==> src/rtl/alu_arbiter.sv <==
// Round-robin arbiter sharing one combinational ALU between two requesters.
// Registers the winning operation onto the ALU inputs and returns the result over a valid/ready channel.
module alu_arbiter #(
  parameter int WIDTH    = 32,
  parameter int LONG_LAT = 4
) (
  input  logic             clk,
  input  logic             rst,
  input  logic             req0_valid,
  output logic             req0_ready,
  input  logic [WIDTH-1:0] req0_op1,
  input  logic [WIDTH-1:0] req0_op2,
  input  logic [2:0]       req0_funct3,
  input  logic             req0_type,
  input  logic             req1_valid,
  output logic             req1_ready,
  input  logic [WIDTH-1:0] req1_op1,
  input  logic [WIDTH-1:0] req1_op2,
  input  logic [2:0]       req1_funct3,
  input  logic             req1_type,
  output logic [WIDTH-1:0] alu_operand1,
  output logic [WIDTH-1:0] alu_operand2,
  output logic [2:0]       alu_funct3,
  output logic             alu_type,
  input  logic [WIDTH-1:0] alu_result,
  output logic             rsp_valid,
  input  logic             rsp_ready,
  output logic             rsp_id,
  output logic [WIDTH-1:0] rsp_result,
  output logic             busy
);

  // Handshakes: a transfer happens on a rising edge where valid and ready are both high.
  // Requesters hold valid and payload stable until ready; ready never rises without valid.
  typedef enum logic [1:0] {
    IDLE = 2'd0,
    EXEC = 2'd1,
    RESP = 2'd2
  } state_t;

  localparam logic [3:0] LONG_CNT  = 4'(LONG_LAT - 1);
  localparam logic [2:0] F3_MULDIV = 3'b011;

  state_t           state;
  state_t           state_next;
  logic             ptr;
  logic [3:0]       cnt;
  logic             sel1;
  logic             accept;
  logic [WIDTH-1:0] sel_op1;
  logic [WIDTH-1:0] sel_op2;
  logic [2:0]       sel_funct3;
  logic             sel_type;

  // Requester 1 wins when it is alone, or when both are valid and the pointer favours it.
  assign sel1       = req1_valid & (~req0_valid | ptr);
  assign req0_ready = (state == IDLE) & ~rst & req0_valid & ~sel1;
  assign req1_ready = (state == IDLE) & ~rst & sel1;
  assign accept     = req0_ready | req1_ready;

  assign sel_op1    = sel1 ? req1_op1    : req0_op1;
  assign sel_op2    = sel1 ? req1_op2    : req0_op2;
  assign sel_funct3 = sel1 ? req1_funct3 : req0_funct3;
  assign sel_type   = sel1 ? req1_type   : req0_type;

  assign rsp_valid  = (state == RESP);
  assign busy       = (state != IDLE);

  always_comb begin
    state_next = state;
    case (state)
      IDLE:    if (accept) state_next = EXEC;
      EXEC:    if (cnt == 4'd0) state_next = RESP;
      RESP:    if (rsp_ready) state_next = IDLE;
      default: state_next = IDLE;
    endcase
  end

  always_ff @(posedge clk or posedge rst) begin
    if (rst) state <= IDLE;
    else     state <= state_next;
  end

  always_ff @(posedge clk or posedge rst) begin
    if (rst) begin
      alu_operand1 <= '0;
      alu_operand2 <= '0;
      alu_funct3   <= '0;
      alu_type     <= 1'b0;
      rsp_id       <= 1'b0;
      rsp_result   <= '0;
      cnt          <= '0;
      ptr          <= 1'b0;
    end else begin
      if (accept) begin
        alu_operand1 <= sel_op1;
        alu_operand2 <= sel_op2;
        alu_funct3   <= sel_funct3;
        alu_type     <= sel_type;
        rsp_id       <= sel1;
        cnt          <= (sel_funct3 == F3_MULDIV) ? LONG_CNT : 4'd0;
      end
      // The ALU inputs are frozen during EXEC, so its output is settled when cnt runs out.
      if (state == EXEC) begin
        if (cnt != 4'd0) cnt <= cnt - 4'd1;
        else             rsp_result <= alu_result;
      end
      if (state == RESP && rsp_ready) ptr <= ~rsp_id;
    end
  end

endmodule

==> config.mk <==
export PLATFORM = sky130hd
export DESIGN_NAME = alu_arbiter
export DESIGN_NICKNAME = d
export VERILOG_FILES = /design/src/rtl/alu_arbiter.sv
export SDC_FILE = /design/constraint.sdc
export NUM_CORES = 1
export LEC_CHECK = 0
export CAP_MARGIN = 5
export CORE_MARGIN = 8
export CORE_UTILIZATION = 35
export CTS_CLUSTER_DIAMETER = 60
export DETAILED_ROUTE_END_ITERATION = 16
export PLACE_DENSITY = 0.79
export SYNTH_ARGS = -nofsm -noshare
export SYNTH_HDL_FRONTEND = slang
export SYNTH_SLANG_ARGS = --single-unit
==> constraint.sdc <==
create_clock -name clk -period 3.5 [get_ports clk]
set_input_delay 0.525 -clock clk [delete_from_list [all_inputs] [get_ports clk]]
set_output_delay 0.525 -clock clk [all_outputs]
set_load 0.02 [all_outputs]
==> results.py <==
metrics = {
    "outcome": {
        "status": "complete, no violations",
    },
    "clocking": {
        "cts_tree": "done",
        "h-tree-depth": 3,
        "cts_buffers": 9,
        "cts_resized": 0,
        "clkSinkCount": 108,
        "cts_buffer_depth": 2,
        "postCtsSetupBuffers": 0,
        "cts-root-buf": "clkbuf_16",
        "clk_latency_ns": 0.35,
        "postCtsHoldBufs": 0,
        "clk_pin_slew_ns": 0.06,
    },
    "drt": {
        "drt-initial-drc-count": 147,
        "remaining_drc_errors": 0,
        "routed_wl_mm": 15.04,
        "ant_nets": 0,
        "drt-pass1-iter-count": 4,
        "vias": 4068,
        "wire_per_inst_um": 17.41,
        "via_per_inst": 4.708,
    },
    "floorplanning": {
        "pin_count": 278,
        "rows": 43,
        "fp.dieArea_um2": 17870,
        "core_area_um2": 13720,
        "fp.dieW_um": 133.7,
        "fp.dieH_um": 133.7,
        "floorplan.initialDensity_pct": 35.33,
    },
    "synth": {
        "synthFlopType": "dfrtp_1",
        "synth.area.top_cells": "dfrtp_1 56%, mux2i_1 14%, mux2_1 6.7%",
        "synth_top_area_share_pct": 55.76,
        "synth_cell_types": 35,
        "yosysTopAreaCell": "dfrtp_1",
        "synth_area_um2": 4847,
        "synth-edff-count": 0,
        "ys_ff_latch": 108,
        "seq_area_frac_synth_pct": 55.76,
        "synth-async-reset-ratio_pct": 100.0,
        "synth_fp_nets": 587,
        "yosys_warnings": 0,
        "synthCells": 413,
        "avgSynthCellArea_um2": 11.74,
    },
    "global_route": {
        "grt_use_total_pct": 16.70,
        "overflow": 0,
        "first_global_vias": 4535,
        "grt_antenna_before_repair": 0,
        "grt_max_degree": 95,
        "grt_pass1_wl_mm": 23.64,
    },
    "critical_path": {
        "required_ns": 2.97,
        "worst-setup-path-type": "input port to primary output",
        "cp_cell_sequence": "clkdlybuf4s50_1, nand2b_1, nand2_8, nor3_1, clkdlybuf4s50_1",
        "critPathMaxStageDelay_ns": 0.68,
        "startpoint_type": "input port",
        "worstPathArrival_ns": 2.48,
        "crit_path_end_kind": "primary output",
        "crit_fanout": 18,
        "worst_path_most_repeated_cell": "clkdlybuf4s50_1",
        "slowest_stage": "clkdlybuf4s50_1",
    },
    "place": {
        "hpwl_mm": 12.19,
        "dp.cells": 848,
        "gp_congestion": 0.7334,
        "portBuffers": 277,
    },
    "final_layout": {
        "final_cell_mix": "277 x clkdlybuf4s50_1, 108 x dfrtp_1, 73 x nand2_1",
        "drive_above_1_share_pct": 4.532,
        "final_cells": 864,
        "final_common_cell": "clkdlybuf4s50_1",
        "syn_to_final_growth_pct": 64.97,
        "nets": 853,
        "finish.utilization_pct": 58.29,
        "antenna_cells": 0,
    },
    "sta": {
        "fmax_mhz": 332.8,
        "tns_ns": 0,
        "tightest_slew_ns": 0.7985,
        "skew_ns": 0.01043,
        "finalSetupViolCount": 0,
        "hold_viol": 0,
        "rsz0062_at_grt": "no",
        "finalCritPeriodShare_pct": 85.85,
        "hold_slack_ns": 0.4783,
        "fin_crit_ns": 3.005,
        "slew_violations": 0,
        "slew_headroom_pct": 46.76,
    },
    "power_and_ir_drop": {
        "vdd_drop_max_v": 0.0003102,
        "p_int_mw": 4.073,
        "p_comb_share_pct": 50.2,
        "p_per_area_nw_per_um2": 817.2,
        "clkPwrFrac_pct": 16.2,
        "power_frac_seq_pct": 33.6,
        "p_leak_nw": 3.575,
        "switching_power_mw": 2.462,
        "swShare_pct": 37.67,
    },
    "run": {
        "drv_cap": 0,
    },
    "min_path": {
        "hp-class": "register to register",
    },
}
==> state kept, by name (all words and copies together), names as in the netlist <==
| register | flops |
|---|---|
| alu_operand2 | 32 |
| alu_funct3 | 3 |
| cnt | 4 |
| rsp_id | 1 |
| state | 2 |
| rsp_result | 32 |
| ptr | 1 |
| alu_type | 1 |
| alu_operand1 | 32 |
==> critical path, delay by kind of cell <==
| kind | cells | cell delay [ns] |
|---|---|---|
| buffers and inverters | 2 | 1.16 |
| and+or+nand+nor | 3 | 0.79 |
==> power by group through the flow <==
stage / Clock (mW) / Combinational, mW / Sequential (mW)
4_1_cts: 1.09 / 3.34 / 2.20
5_1_grt: 1.14 / 3.53 / 2.27
2_1_floorplan: 0 / 1.03 / 2.88
3_3_place_gp: 0 / 3.26 / 2.18
6_report: 1.06 / 3.28 / 2.19
3_5_place_dp: 0 / 3.33 / 2.22
==> logic make-up after synthesis <==
| kind of cell | after synthesis | synth area share (%) |
|---|---|---|
| mux | 100 | 21.48 |
| flops | 108 | 55.76 |
| buf+inv | 31 | 4.905 |
| simple gates | 90 | 8.286 |
| fa+ha+maj | 1 | 0.2581 |
| compound gates | 83 | 9.319 |
==> Yosys cell counts, drive strengths merged (2+ instances only) <==
master,count
mux2i,68
nor2,2
mux2,32
dfrtp,108
nand3,4
a21oi,2
nand2b,4
clkbuf,6
buf,21
inv,4
a31oi,2
a21o,2
o21ai,71
nand2,74
nor3,2
==> per-layer routing <==
layer | global-route usage, % | wire (um) | share of wire, %
met4 | 6.425 | 282 | 1.9
met1 | 17.12 | 5522 | 37
met2 | 28.34 | 7390 | 49
met5 | 0 | 0 | 0
met3 | 8.697 | 1849 | 12
==> metrics by stage <==
stage	setup WS, ns	cell area [um^2]	power [mW]
2_1_floorplan	0.1294	4847	3.905
3_3_place_gp	0.5485	7682	5.436
3_5_place_dp	0.5093	7682	5.555
4_1_cts	0.4944	7996	6.638
5_1_grt	0.3857	7996	6.942
6_report	0.4954	7996	6.534
==> area by class of cell <==
type	instances	area, um^2
Inverter	4	17.52
Multi-Input combinational cell	274	1914
Clock inverter	3	43.79
Timing Repair Buffer	282	2823
Fill cell	1119	5723
Sequential cell	108	2703
Clock buffer	13	270.3
Tap cell	180	225.2
==> path summary, 6_finish.rpt <==
check / cells after the start / slack, ns / end / start
setup / recovery: 5 / 0.50 / req1_ready / req0_valid
hold / removal: 2 / 0.48 / alu_operand2[21]$_DFFE_PP0P_ / alu_operand2[21]$_DFFE_PP0P_
setup reg to reg: 5 / 1.48 / alu_operand2[18]$_DFFE_PP0P_ / ptr$_DFFE_PP0P_
hold reg to reg: 2 / 0.48 / alu_operand2[21]$_DFFE_PP0P_ / alu_operand2[21]$_DFFE_PP0P_
max in group asynchronous: 3 / 2.04 / alu_operand1[23]$_DFFE_PP0P_ / rst
min in group asynchronous: 2 / 0.69 / rsp_result[25]$_DFFE_PP0P_ / rst
(Power assumes the default switching activity.)
